<file path="src/rtl/odometry_ctrl.sv">
// Odometry sequencer: periodic atomic snapshot of both wheel tick counters, biased deltas,
// and a command/response engine for the SPI link. Define ODO_WATCHDOG_EN to add the comms watchdog.
module odometry_ctrl #(
   parameter int unsigned PERIOD_CYCLES = 1_000_000,
   parameter logic [31:0] BIAS          = 32'h7FFF_FFFF,
   parameter int unsigned WDOG_CYCLES   = 5_000_000
) (
   input  logic        clk,
   input  logic        reset,
   input  logic [31:0] left_count,
   input  logic [31:0] right_count,
   input  logic        cmd_valid,
   input  logic [31:0] cmd_word,
   output logic        tx_load,
   output logic [31:0] tx_word,
   output logic        sample_tick,
   output logic        motor_stop
);

   typedef enum logic [1:0] {
      IDLE    = 2'd0,
      DECODE  = 2'd1,
      RESPOND = 2'd2
   } state_t;

   localparam logic [7:0]  CMD_NOP     = 8'h00;
   localparam logic [7:0]  CMD_DL      = 8'h01;
   localparam logic [7:0]  CMD_DR      = 8'h02;
   localparam logic [7:0]  CMD_STATUS  = 8'h03;
   localparam logic [31:0] PERIOD_LAST = 32'(PERIOD_CYCLES - 32'd1);

   // Signed overflow of a - b in 32-bit two's complement
   function automatic logic sub_ovf(input logic [31:0] a, input logic [31:0] b);
      logic [31:0] d;
      d = a - b;
      return (a[31] != b[31]) && (d[31] != a[31]);
   endfunction

   function automatic logic [31:0] biased_delta(input logic [31:0] cur, input logic [31:0] prev);
      return cur - prev + BIAS;
   endfunction

   state_t      state_r, state_next_s;
   logic [31:0] period_cnt_r, period_next_s;
   logic        sample_tick_r;
   logic [31:0] prev_left_r, prev_right_r;
   logic [31:0] dl_r, dr_r;
   logic [15:0] seq_r;
   logic        ovf_r, overrun_r, badcmd_r;
   logic [7:0]  cmd_code_r;
   logic        tx_load_r;
   logic [31:0] tx_word_r;

   logic        accept_s;
   logic        overrun_set_s;
   logic        badcmd_set_s;
   logic        ovf_set_s;
   logic        status_clr_s;
   logic        wdog_s;
   logic [31:0] resp_s;
   logic        unused_s;

   assign unused_s    = ^{cmd_word[31:8], 32'(WDOG_CYCLES)};
   assign tx_load     = tx_load_r;
   assign tx_word     = tx_word_r;
   assign sample_tick = sample_tick_r;
   assign ovf_set_s   = sample_tick_r &
                        (sub_ovf(left_count, prev_left_r) | sub_ovf(right_count, prev_right_r));

   // Next value of the sample period counter
   always_comb begin
      period_next_s = 32'd0;
      if (period_cnt_r == PERIOD_LAST) begin
         period_next_s = 32'd0;
      end else begin
         period_next_s = period_cnt_r + 32'd1;
      end
   end

   // Period counter; the tick register goes high exactly while the counter sits at its last value
   always_ff @(posedge clk) begin
      if (reset) begin
         period_cnt_r  <= 32'd0;
         sample_tick_r <= 1'b0;
      end else begin
         period_cnt_r  <= period_next_s;
         sample_tick_r <= (period_next_s == PERIOD_LAST);
      end
   end

   // Atomic snapshot of both counters on the tick cycle
   always_ff @(posedge clk) begin
      if (reset) begin
         prev_left_r  <= 32'd0;
         prev_right_r <= 32'd0;
         dl_r         <= BIAS;
         dr_r         <= BIAS;
         seq_r        <= 16'd0;
      end else if (sample_tick_r) begin
         prev_left_r  <= left_count;
         prev_right_r <= right_count;
         dl_r         <= biased_delta(left_count, prev_left_r);
         dr_r         <= biased_delta(right_count, prev_right_r);
         seq_r        <= seq_r + 16'd1;
      end
   end

   // Command FSM next state and response selection
   always_comb begin
      state_next_s  = state_r;
      accept_s      = 1'b0;
      overrun_set_s = 1'b0;
      badcmd_set_s  = 1'b0;
      status_clr_s  = 1'b0;
      resp_s        = 32'h0000_0000;
      case (state_r)
         IDLE: begin
            if (cmd_valid) begin
               accept_s     = 1'b1;
               state_next_s = DECODE;
            end else begin
               state_next_s = IDLE;
            end
         end
         DECODE: begin
            state_next_s  = RESPOND;
            overrun_set_s = cmd_valid;
            case (cmd_code_r)
               CMD_NOP:    resp_s = 32'h0000_0000;
               CMD_DL:     resp_s = dl_r;
               CMD_DR:     resp_s = dr_r;
               CMD_STATUS: begin
                  resp_s       = {seq_r, 12'h000, wdog_s, ovf_r, overrun_r, badcmd_r};
                  status_clr_s = 1'b1;
               end
               default: begin
                  resp_s       = 32'hFFFF_FFFF;
                  badcmd_set_s = 1'b1;
               end
            endcase
         end
         RESPOND: begin
            state_next_s  = IDLE;
            overrun_set_s = cmd_valid;
         end
         default: begin
            state_next_s = IDLE;
         end
      endcase
   end

   // FSM state, latched command code and the registered response port
   always_ff @(posedge clk) begin
      if (reset) begin
         state_r    <= IDLE;
         cmd_code_r <= 8'h00;
         tx_load_r  <= 1'b0;
         tx_word_r  <= 32'h0000_0000;
      end else begin
         state_r   <= state_next_s;
         tx_load_r <= (state_r == DECODE);
         if (accept_s) begin
            cmd_code_r <= cmd_word[7:0];
         end
         if (state_r == DECODE) begin
            tx_word_r <= resp_s;
         end
      end
   end

   // Sticky status flags: a set in the same cycle as a STATUS clear keeps the flag
   always_ff @(posedge clk) begin
      if (reset) begin
         ovf_r     <= 1'b0;
         overrun_r <= 1'b0;
         badcmd_r  <= 1'b0;
      end else begin
         ovf_r     <= (ovf_r & ~status_clr_s) | ovf_set_s;
         overrun_r <= (overrun_r & ~status_clr_s) | overrun_set_s;
         badcmd_r  <= (badcmd_r & ~status_clr_s) | badcmd_set_s;
      end
   end

`ifdef ODO_WATCHDOG_EN
   localparam logic [31:0] WDOG_LAST = 32'(WDOG_CYCLES - 32'd1);

   logic [31:0] wdog_cnt_r;
   logic        motor_stop_r;
   logic        wdog_r;
   logic        cmd_ok_s;
   logic        wdog_trip_s;

   assign cmd_ok_s    = accept_s && (cmd_word[7:0] >= CMD_DL) && (cmd_word[7:0] <= CMD_STATUS);
   assign wdog_trip_s = (wdog_cnt_r == WDOG_LAST);
   assign motor_stop  = motor_stop_r;
   assign wdog_s      = wdog_r;

   // Watchdog: any data/status command feeds it; once expired it saturates and holds motor_stop
   always_ff @(posedge clk) begin
      if (reset) begin
         wdog_cnt_r   <= 32'd0;
         motor_stop_r <= 1'b0;
         wdog_r       <= 1'b0;
      end else begin
         if (cmd_ok_s) begin
            wdog_cnt_r   <= 32'd0;
            motor_stop_r <= 1'b0;
         end else if (wdog_trip_s) begin
            motor_stop_r <= 1'b1;
         end else begin
            wdog_cnt_r <= wdog_cnt_r + 32'd1;
         end
         wdog_r <= (wdog_r & ~status_clr_s) | wdog_trip_s;
      end
   end
`else
   assign motor_stop = 1'b0;
   assign wdog_s     = 1'b0;
`endif

endmodule
</file>
<file path="config.mk">
export PLATFORM = sky130hd
export DESIGN_NAME = odometry_ctrl
export DESIGN_NICKNAME = d
export VERILOG_FILES = /design/src/rtl/odometry_ctrl.sv
export SDC_FILE = /design/constraint.sdc
export NUM_CORES = 1
export LEC_CHECK = 0
export ABC_CLOCK_PERIOD_IN_PS = 4600
export BUFFER_PORTS_ARGS = -buffer_cell sky130_fd_sc_hd__buf_4
export CELL_PAD_IN_SITES_DETAIL_PLACEMENT = 1
export CELL_PAD_IN_SITES_GLOBAL_PLACEMENT = 2
export CORE_ASPECT_RATIO = 0.8
export CORE_MARGIN = 5
export CORE_UTILIZATION = 33
export CTS_CLUSTER_SIZE = 16
export DETAILED_ROUTE_END_ITERATION = 16
export PLACE_DENSITY = 0.84
export SYNTH_ARGS = -nofsm -noshare
export SYNTH_HDL_FRONTEND = slang
export SYNTH_SLANG_ARGS = --single-unit
</file>
<file path="constraint.sdc">
create_clock -name clk -period 4.6 [get_ports clk]
set_input_delay 1.38 -clock clk [delete_from_list [all_inputs] [get_ports clk]]
set_output_delay 1.38 -clock clk [all_outputs]
set_load 0.005 [all_outputs]
</file>
==> summary.md, run 1 <==
| Metric | Value |
|---|---|
| Status | completed |
| Skew final | 0.01844 ns |
| Leakage | 6.709 nW |
| Slew Limit Fails | 0 |
| Worst-Margin Slew | 1.106 ns |
| Final hold slack | 0.4578 ns |
| GRT Resource Usage Total | 18.05% |
| Max-cap violations | 0 |
| Total CTS buffers | 27 |
| WHS Path Cells | 2 |
| I/O pin cnt | 134 |
| Vias in the first global route | 14,080 |
| Initial Utilization | 33.44% |
| Via count | 13,770 |
| Worst slack, placed | -0.3195 ns |
| First DRT Iteration DRCs | 596 |
| Clock Tree Buf Depth | 3 |
| Hold Path End | ovf_r$_SDFF_PP0_ |
| Die Y | 197.2 um |
| Min cycle time layout | 4.286 ns |
| Ant. Diodes | 0 |
| Worst Path Arrival | 4.70 ns |
| Worst skew pair latency | 0.57 ns |
| Flops & latches, synth | 222 |
| CORE AREA | 43,220 um^2 |
| First-pass GRT wire length | 73.62 mm |
| Overflow after GRT | 0 |
| Slew margin rel. | 26.10% |
| Final wirelength | 44.18 mm |
| Die Area | 48,110 um^2 |
| F_max | 233.3 MHz |
| Ranking of synthesized cells by area | dfxtp_1 31%, ha_1 5.9%, nor2_1 5.8% |
| Maximum fanout along the worst path | 4 |
| Count of buffers from port buffering | 108 |
| Vias per cell | 5.326 |
| Final setup viols | 0 |
| PwrDens | 283.5 nW/um^2 |
| Post-route ant nets | 0 |
| Commonest cells in the synthesized netlist | 224 x nor2_1, 222 x dfxtp_1, 166 x nand2_1, 102 x a21oi_1, 92 x inv_1 |
| Synth Area in Compound Gates | 19.34% |
| Gpl congestion | 0.8418 |
| Worst setup EP type | register |
| Syn Nets | 1,989 |
| Drt drc | 0 |
| Clock-pin slew on the worst setup and hold paths | 0.06 ns |
| Unrepaired setup endpoints after global routing | no |
| Most numerous cell in the Yosys netlist | nor2_1 |
| CTS root buf | clkbuf_16 |
| Antenna violations before repair | 1 |
| DR WL/cell | 17.08 um |
| Mux share of post-synthesis cell area | 6.751% |
| R2R Setup Slk | 0.95 ns |
| Final hold vios | 0 |
| Dominant synthesized flop cell | dfxtp_1 |
| Mapped Cells | 1,820 |
| Worst hold start | ovf_r$_SDFF_PP0_ |
| Post-Synth Simple-Gate Area | 23.73% |
| Reg2Reg Launch Point | prev_right_r[0]$_SDFFE_PP0P_ |
| VDD IR max | 0.2832 mV |
| Cts hold-fix bufs | 0 |
| Ys async rst share | 0% |
| DP Wirelength | 34.27 mm |
| Setup Fix Bufs, Post-CTS | 0 |
| Final Cycle Share | 93.18% |
| Number of flops mapped to enable cells by yosys | 0 |
| Largest family of logic cells by synthesized area | simple AND/OR/NAND/NOR gates |
| Std-Cell Rows | 68 |
| Inst Count DP | 2,539 |
| Setup crit start kind | input pin |
| Setup TNS Final | 0 ns |
| Mapped Area | 14,460 um^2 |
| Pwr Total | 0.004981 W |
| Hold Crit Class | register to register |
| Non-Filler Instances | 2,586 |
| Crit Path Category | input pin to register |
| Synth Warn # | 0 |
| Synth top area share | 30.75% |
| Largest net degree at the start of global routing | 69 |
| CTS H-tree depth | 1 |
| Reg2reg path depth | 14 |
| Register area share after synthesis | 30.75% |
| Post-Synth XOR/XNOR Area | 8.119% |
| Worst flop-to-flop path endpoint | dr_r[21]$_SDFFE_PP1P_ |
| CTS tree | done |
| Drt pass-1 iters | 5 |
| Area grow syn2layout | 21.55% |
| Worst Path Required | 5.01 ns |
| Avg Synthesized Cell Area | 7.942 um^2 |
| Die span in x | 244.0 um |
| Top cell type by total area after synthesis | dfxtp_1 |
| Synth cell types | 90 |
| Share of cells above drive strength 1 | 18.16% |
| NumNets Final | 2,177 |
| Sink Count | 222 |
| Adder-Cell Fraction of Synth Area | 6.163% |
| Final critical-path setup slack | 0.3135 ns |
[layout make-up]
type                    count  area, um^2
inverters                  93       349.1
fillers                  5159       25650
clock buffers              34       721.9
clock inverters            13       140.1
well taps                 560       700.7
flip-flops and latches    222        4448
multi-input cells        1406        9274
repair buffers            258        1937
[metal layers]
metal  up-vias  GRT usage [%]  share of wire [%]
li1       6867              -                  -
met1      6684          25.93                 50
met3        48          2.394                3.2
met4         0          3.405                2.0
met2       174          29.39                 45
met5         -              0                  0
[power by group]
group          total, W  internal [W]  switching, W
logic          0.000892      0.000396      0.000496
clock network   0.00211       0.00123      0.000883
registers       0.00198       0.00195     0.0000268
total           0.00498       0.00358       0.00141
[repair_timing]
action / CTS / global route
hold endpoints to repair: 0 / 0
gates resized for setup: 0 / 2
endpoints found under the setup margin: 0 / 8
[logic make-up (layout without fill, tap and decap cells)]
logic type / Yosys count / in the layout
muxes: 95 / 95
other: 1 / 1
xor gates and xnor gates: 134 / 134
buffers and inverters: 192 / 398
adders and majority gates: 70 / 70
DFF: 222 / 222
and+or+nand+nor: 701 / 701
AOI/OAI and AO/OA: 405 / 405
[through the flow]
step / util, % / cell area [um^2]
floorplan: - / 14460
global placement: 38.65 / 16700
detailed placement: 38.65 / 16700
CTS: 40.64 / 17570
global route: 40.65 / 17570
finish: 40.65 / 17570
[how the worst max path moves through the flow]
stage	start	end	slack (ns)	depth (start not counted)
floorplan	left_count[0]	dl_r[19]$_SDFFE_PP1P_	0.07	14
global placement	right_count[0]	dr_r[21]$_SDFFE_PP1P_	-0.18	16
detailed placement	right_count[0]	dr_r[21]$_SDFFE_PP1P_	-0.32	16
CTS	right_count[0]	dr_r[21]$_SDFFE_PP1P_	0.23	16
global route	right_count[0]	dr_r[21]$_SDFFE_PP1P_	0.02	16
finish	right_count[0]	dr_r[21]$_SDFFE_PP1P_	0.31	16
[flip-flops by register name, summed over array words and instances (netlist names)]
register      flops
prev_right_r     32
period_cnt_r     32
state_r           2
dr_r             32
dl_r             32
tx_word          32
overrun_r         1
prev_left_r      32
seq_r            16
cmd_code_r        8
badcmd_r          1
sample_tick       1
ovf_r             1
[critical path, stage by stage]
cell and delay, ns:
buf_4 0.12, inv_1 0.05, ha_1 0.17, inv_1 0.06
fa_1 0.41, a211oi_1 0.32, o21ai_1 0.22, a211o_1 0.34
xnor2_1 0.22, o2111ai_1 0.22, nor4_4 0.36, nand4_4 0.19
buf_4 0.19, nor3b_2 0.17, xnor2_1 0.14, o211ai_1 0.13
[cell usage in the layout, fill, tap and decap left out, drive strengths merged, types with 27 or more instances in the layout]
cell type,n
nor3,93
a21o,27
a221oi,36
clkbuf,34
nand4,33
xor2,59
o211ai,29
inv,94
mux2i,75
nor2,224
buf,258
a21oi,102
o21ai,79
xnor2,75
dfxtp,222
nand2,166
nand3,59
ha,68
(Power assumes the default switching activity.)
==> run 2, diff against run 1 <==
==> constraint.sdc (replaced) <==
create_clock -name clk -period 4.6 [get_ports clk]
set_input_delay 0.46 -clock clk [delete_from_list [all_inputs] [get_ports clk]]
set_output_delay 0.46 -clock clk [all_outputs]
set_load 0.005 [all_outputs]
==> run 2 against run 1 <==
Utilization shrank 2.1 points. Clock-buffer cell count grew 2. Via count shrank 3.9%. Largest power group unchanged. Highest routed layer unchanged.
==> summary.md, run 2 (same netlist as run 1, synthesis figures left out) <==
| Metric | Value |
|---|---|
| DR WL/cell | 17.69 um (+3.5%) |
| Max-cap violations | 0 (unchanged) |
| Count of buffers from port buffering | 108 (unchanged) |
| Final setup viols | 0 (unchanged) |
| Worst skew pair latency | 0.57 ns (about the same) |
| Total CTS buffers | 27 (unchanged) |
| Drt pass-1 iters | 5 (unchanged) |
| CTS tree | done |
| Setup TNS Final | 0 ns (unchanged) |
| WHS Path Cells | 3 (+1) |
| Post-route ant nets | 0 (unchanged) |
| Worst-Margin Slew | 1.222 ns (+0.1165 ns) |
| Share of cells above drive strength 1 | 12.37% (-5.8 points) |
| VDD IR max | 0.2857 mV (+0.90%) |
| Setup crit start kind | register |
| CTS root buf | clkbuf_16 |
| Skew final | 0.01920 ns (+0.0007570 ns) |
| CTS resizes | 0 (unchanged) |
| Reg2reg path depth | 13 (-1) |
| PwrDens | 305.7 nW/um^2 (+7.8%) |
| Clock-pin slew on the worst setup and hold paths | 0.06 ns (about the same) |
| GRT met1 Usage | 25.21% (-0.72 points) |
| Min cycle time layout | 3.931 ns (-0.3559 ns) |
| Dpl cell area | 15,690 um^2 (-6.1%) |
| Die span in x | 244.0 um (unchanged) |
| Unrepaired setup endpoints after global routing | no |
| Final hold vios | 0 (unchanged) |
| Cts hold-fix bufs | 0 (unchanged) |
| Vias in the first global route | 13,240 (-6.0%) |
| GRT Resource Usage Total | 17.41% (-0.64 points) |
| Via count | 13,230 (-3.9%) |
| Leakage | 6.105 nW (-9.0%) |
| First DRT Iteration DRCs | 548 (-8.1%) |
| Die Area | 48,110 um^2 (unchanged) |
| Vias per cell | 5.399 (+1.4%) |
| Gpl congestion | 0.8217 (-2.4%) |
| Worst setup EP type | register |
| Met2 Use GR | 27.80% (-1.6 points) |
| F_max | 254.4 MHz (+9.1%) |
| Worst Path Required | 5.02 ns (about the same) |
| Drt drc | 0 (unchanged) |
| Final wirelength | 43.36 mm (-1.9%) |
| Status | completed |
| Commonest non-fill, non-tap cell in the layout | nor2_1 |
| CTS H-tree depth | 1 (unchanged) |
| Sink Count | 222 (unchanged) |
| First-pass GRT wire length | 70.78 mm (-3.9%) |
| I/O pin cnt | 134 (unchanged) |
| Ant. Diodes | 0 (unchanged) |
| NumNets Final | 2,042 (-6.2%) |
| Maximum fanout along the worst path | 5 (+1) |
| Commonest non-fill, non-tap cells in the layout | 224 x nor2_1, 221 x dfxtp_1, 166 x nand2_1 |
| Antenna violations before repair | 0 (-1) |
| DP Wirelength | 33.01 mm (-3.7%) |
| Clock Tree Buf Depth | 3 (unchanged) |
| Die Y | 197.2 um (unchanged) |
| Final Cycle Share | 85.45% (-7.7 points) |
| Final critical-path setup slack | 0.6694 ns (+0.3559 ns) |
| Initial Utilization | 33.44% (unchanged) |
| Overflow after GRT | 0 (unchanged) |
| Std-Cell Rows | 68 (unchanged) |
| Hold Crit Class | input pin to register |
| Worst Path Arrival | 4.35 ns (-0.35 ns) |
| Slew margin rel. | 18.31% (-7.8 points) |
| Area grow syn2layout | 15.29% |
| Worst slack, placed | 0.3232 ns (+0.6427 ns) |
| Met3 Track Usage GR | 2.868% (+0.47 points) |
| Setup Fix Bufs, Post-CTS | 0 (unchanged) |
| Fin area | 16,670 um^2 (-5.1%) |
| Gr busiest metal | met2 |
| Largest net degree at the start of global routing | 63 (-8.7%) |
| Slew Limit Fails | 0 (unchanged) |
| CORE AREA | 43,220 um^2 (unchanged) |
| Crit Path Category | register to register |
## run 2: changes by cell type in the layout (fill, tap and decap cells not counted), moves of 2 or more
cell / delta
bufinv_16: +3
clkbuf_1: -2
clkbuf_8: +4
clkinv_2: -6
clkinvlp_4: +2
buf_4: -135
## run 2: cell type report
cell class                      count  area [um^2]
Fill cell                        5137        26560
Multi-Input combinational cell   1406         9269
Sequential cell                   222         4448
Timing Repair Buffer              123        923.4
Clock buffer                       36        769.5
Tap cell                          560        700.7
Inverter                           93        349.1
Clock inverter                     11        206.4
## run 2: metal layers
layer  wire length (um)  share of wire [%]  vias to the layer above
met5                  0                  0                        -
met4                684                1.6                        0
met3               1709                3.9                       37
met2              18910                 44                      187
met1              22050                 51                     6397
li1                   -                  -                     6612
## run 2: path summary, 6_finish.rpt
path                                     start  slack [ns]                             to
hold / removal                 right_count[15]        0.14  prev_right_r[15]$_SDFFE_PP0P_
hold reg to reg     cmd_code_r[6]$_SDFFE_PP0P_        0.46     cmd_code_r[6]$_SDFFE_PP0P_
setup / recovery  prev_right_r[0]$_SDFFE_PP0P_        0.67          dr_r[23]$_SDFFE_PP1P_
setup reg to reg  prev_right_r[0]$_SDFFE_PP0P_        0.67          dr_r[23]$_SDFFE_PP1P_
## run 2: critical path, stage by stage (launching register included)
cell	delay, ns
dfxtp_1	0.34
ha_1	0.18
inv_1	0.06
fa_1	0.44
a211oi_1	0.31
o21ai_0	0.27
a211o_1	0.37
xnor2_1	0.29
o2111ai_1	0.32
nor4_4	0.43
nand4_4	0.20
nor4b_2	0.33
xor2_1	0.17
o211ai_1	0.09
## run 2: power by group
group	switching (W)	total, W	internal, W
combinational	0.000470	0.000775	0.000305
sequential	0.0000267	0.00198	0.00195
clock	0.000886	0.00234	0.00145
## run 2: per-stage QoR
| step | total power, W | instances | hold WS (ns) | util (%) |
|---|---|---|---|---|
| after floorplan | 0.002535 | 1820 | 0.4329 | - |
| after global placement | 0.002779 | 2404 | 0.4428 | 36.30 |
| after detailed placement | 0.002796 | 2404 | 0.4559 | 36.30 |
| after CTS | 0.005187 | 2451 | 0.1107 | 38.56 |
| after global routing | 0.005334 | 2451 | 0.1279 | 38.56 |
| final | 0.005095 | 2451 | 0.1367 | 38.56 |
==> run 3, diff against run 2 <==
==> constraint.sdc (replaced) <==
create_clock -name clk -period 4.6 [get_ports clk]
set_input_delay 0.69 -clock clk [delete_from_list [all_inputs] [get_ports clk]]
set_output_delay 0.69 -clock clk [all_outputs]
set_load 0.005 [all_outputs]
==> run 3 against run 2 <==
Sequential share of layout area down 0.086 points. First-iteration DRC count up 10%. Combinational power up 1%. Non-clock buffer count up 9. Worst setup slack better by 0.053 ns. Maximum frequency up 1.4%.
==> summary.md, run 3 (same netlist as run 1, synthesis figures left out) <==
| Metric | Value |
|---|---|
| Skew final | 0.01913 ns (-0.00006820 ns) |
| VDD IR max | 0.2992 mV (+4.7%) |
| P_int | 0.003697 W (-0.44%) |
| Drt drc | 0 (unchanged) |
| Crit-path slowest cell | a2111oi_4 |
| CP dominant cell by count | o221ai_1 |
| Initial Utilization | 33.44% (unchanged) |
| PwrDens | 305.3 nW/um^2 (-0.16%) |
| Slew margin rel. | 19.87% (+1.6 points) |
| Unrepaired setup endpoints after global routing | no |
| Area grow syn2layout | 15.67% |
| Vias per cell | 5.425 (+0.48%) |
| Leakage | 6.137 nW (+0.53%) |
| CTS root buf | clkbuf_16 |
| Ant. Diodes | 0 (unchanged) |
| Die Y | 197.2 um (unchanged) |
| Worst skew pair latency | 0.57 ns (about the same) |
| Setup crit start kind | register |
| Clock Tree Buf Depth | 3 (unchanged) |
| Commonest non-fill, non-tap cell in the layout | nor2_1 |
| CORE AREA | 43,220 um^2 (unchanged) |
| Drt pass-1 iters | 4 (-1) |
| Clock share of power | 45.9% (about the same) |
| Sink Count | 222 (unchanged) |
| Total CTS buffers | 26 (-3.7%) |
| CTS H-tree depth | 1 (unchanged) |
| Final Util | 38.68% (+0.12 points) |
| Crit path largest cell delay | 0.49 ns (+0.05 ns) |
| Worst Path Required | 5.01 ns (about the same) |
| Worst-path cell chain | ha_1, inv_1, fa_1, a21o_1, a211oi_2, o221ai_1, a2111oi_4, o211ai_2, nor4_1, nand4_1, nor4_4, a311o_1, o221ai_1 |
| F_max | 257.9 MHz (+1.4%) |
| Seq pwr share | 38.8% (about the same) |
| P_sw | 0.001407 W (+1.8%) |
| Status | completed |
| Setup TNS Final | 0 ns (unchanged) |
| Comb power frac | 15.3% (about the same) |
| I/O pin cnt | 134 (unchanged) |
| Slew Limit Fails | 0 (unchanged) |
| First DRT Iteration DRCs | 603 (+10%) |
| Hold Crit Class | input pin to register |
| Worst setup EP type | register |
| Final wirelength | 43.65 mm (+0.68%) |
| First-pass GRT wire length | 72.33 mm (+2.2%) |
| Switch share | 27.57% (+0.44 points) |
| Share of cells above drive strength 1 | 12.79% (+0.42 points) |
| Clock-pin slew on the worst setup and hold paths | 0.06 ns (about the same) |
| CTS resizes | 0 (unchanged) |
| Reg2Reg Launch Point | prev_left_r[0]$_SDFFE_PP0P_ |
| DR WL/cell | 17.74 um (+0.31%) |
| Via count | 13,350 (+0.85%) |
| Final hold vios | 0 (unchanged) |
| NumNets Final | 2,050 (+0.39%) |
| Worst-Margin Slew | 1.198 ns (-0.02483 ns) |
| Count of buffers from port buffering | 108 (unchanged) |
| DP Wirelength | 33.13 mm (+0.37%) |
| Cts hold-fix bufs | 0 (unchanged) |
| Crit Path Category | register to register |
| Antenna violations before repair | 0 (unchanged) |
| Worst Path Arrival | 4.29 ns (-0.06 ns) |
| Maximum fanout along the worst path | 7 (+2) |
| Die span in x | 244.0 um (unchanged) |
| Min cycle time layout | 3.878 ns (-0.05302 ns) |
| Overflow after GRT | 0 (unchanged) |
| Commonest non-fill, non-tap cells in the layout | 224 x nor2_1, 221 x dfxtp_1, 166 x nand2_1 |
| CTS tree | done |
| Vias in the first global route | 13,670 (+3.2%) |
| Gpl congestion | 0.8479 (+3.2%) |
| Final Cycle Share | 84.29% (-1.2 points) |
| Setup Fix Bufs, Post-CTS | 0 (unchanged) |
| Largest net degree at the start of global routing | 56 (-11%) |
| Worst hold start | right_count[7] |
| GRT Resource Usage Total | 17.78% (+0.37 points) |
| Worst setup path start | prev_left_r[0]$_SDFFE_PP0P_ |
| Post-route ant nets | 0 (unchanged) |
| Max-cap violations | 0 (unchanged) |
| Die Area | 48,110 um^2 (unchanged) |
| Std-Cell Rows | 68 (unchanged) |
| Final setup viols | 0 (unchanged) |
[run 3: worst max-delay path: cells and delay by family, from the launching register on]
kind            cells  cell delay (ns)
compound gates      7             1.82
simple gates        3             0.92
fa+ha+maj           2             0.59
flops               1             0.33
buf+inv             1             0.05
[run 3: path summary, 6_finish.rpt]
check                                                     to  slack [ns]  cells after the start
worst max-delay path                   dl_r[31]$_SDFFE_PP0P_        0.72                     13
worst max register to register         dl_r[31]$_SDFFE_PP0P_        0.72                     13
worst min register to register    cmd_code_r[2]$_SDFFE_PP0P_        0.46                      2
worst min-delay path            prev_right_r[7]$_SDFFE_PP0P_        0.37                      3
[run 3: power by group through the flow]
stage | clock, W | sequential, W | combinational (W)
after CTS | 0.00241 | 0.00198 | 0.000787
after global routing | 0.00247 | 0.00198 | 0.000873
after global placement | 0 | 0.00202 | 0.000766
final | 0.00234 | 0.00198 | 0.000783
after floorplan | 0 | 0.00201 | 0.000522
after detailed placement | 0 | 0.00202 | 0.000782
[run 3: layout make-up]
class | count | area, um^2
fillers | 5205 | 26500
multi-input cells | 1406 | 9269
flip-flops and latches | 222 | 4448
repair buffers | 132 | 991.0
clock buffers | 32 | 703.2
well taps | 560 | 700.7
inverters | 93 | 349.1
clock inverters | 15 | 259.0
[run 3: per-layer routing]
layer | part of all wire (%) | vias up | track usage (%)
met4 | 1.8 | 0 | 3.447
li1 | - | 6639 | -
met2 | 44 | 201 | 28.70
met1 | 49 | 6464 | 25.34
met5 | 0 | - | 0
met3 | 4.4 | 41 | 2.963
[run 3: through the flow]
| stage | instance area [um^2] | hold slack (ns) | setup WS (ns) | total power (W) | std cells |
|---|---|---|---|---|---|
| after detailed placement | 15760 | 0.4559 | 0.1986 | 0.002804 | 2413 |
| after CTS | 16720 | 0.3461 | 0.7002 | 0.005172 | 2460 |
| after floorplan | 14460 | 0.4329 | 0.7649 | 0.002535 | 1820 |
| after global placement | 15760 | 0.4434 | 0.2957 | 0.002787 | 2413 |
| final | 16720 | 0.3730 | 0.7224 | 0.005104 | 2460 |
| after global routing | 16720 | 0.3681 | 0.3665 | 0.005326 | 2460 |
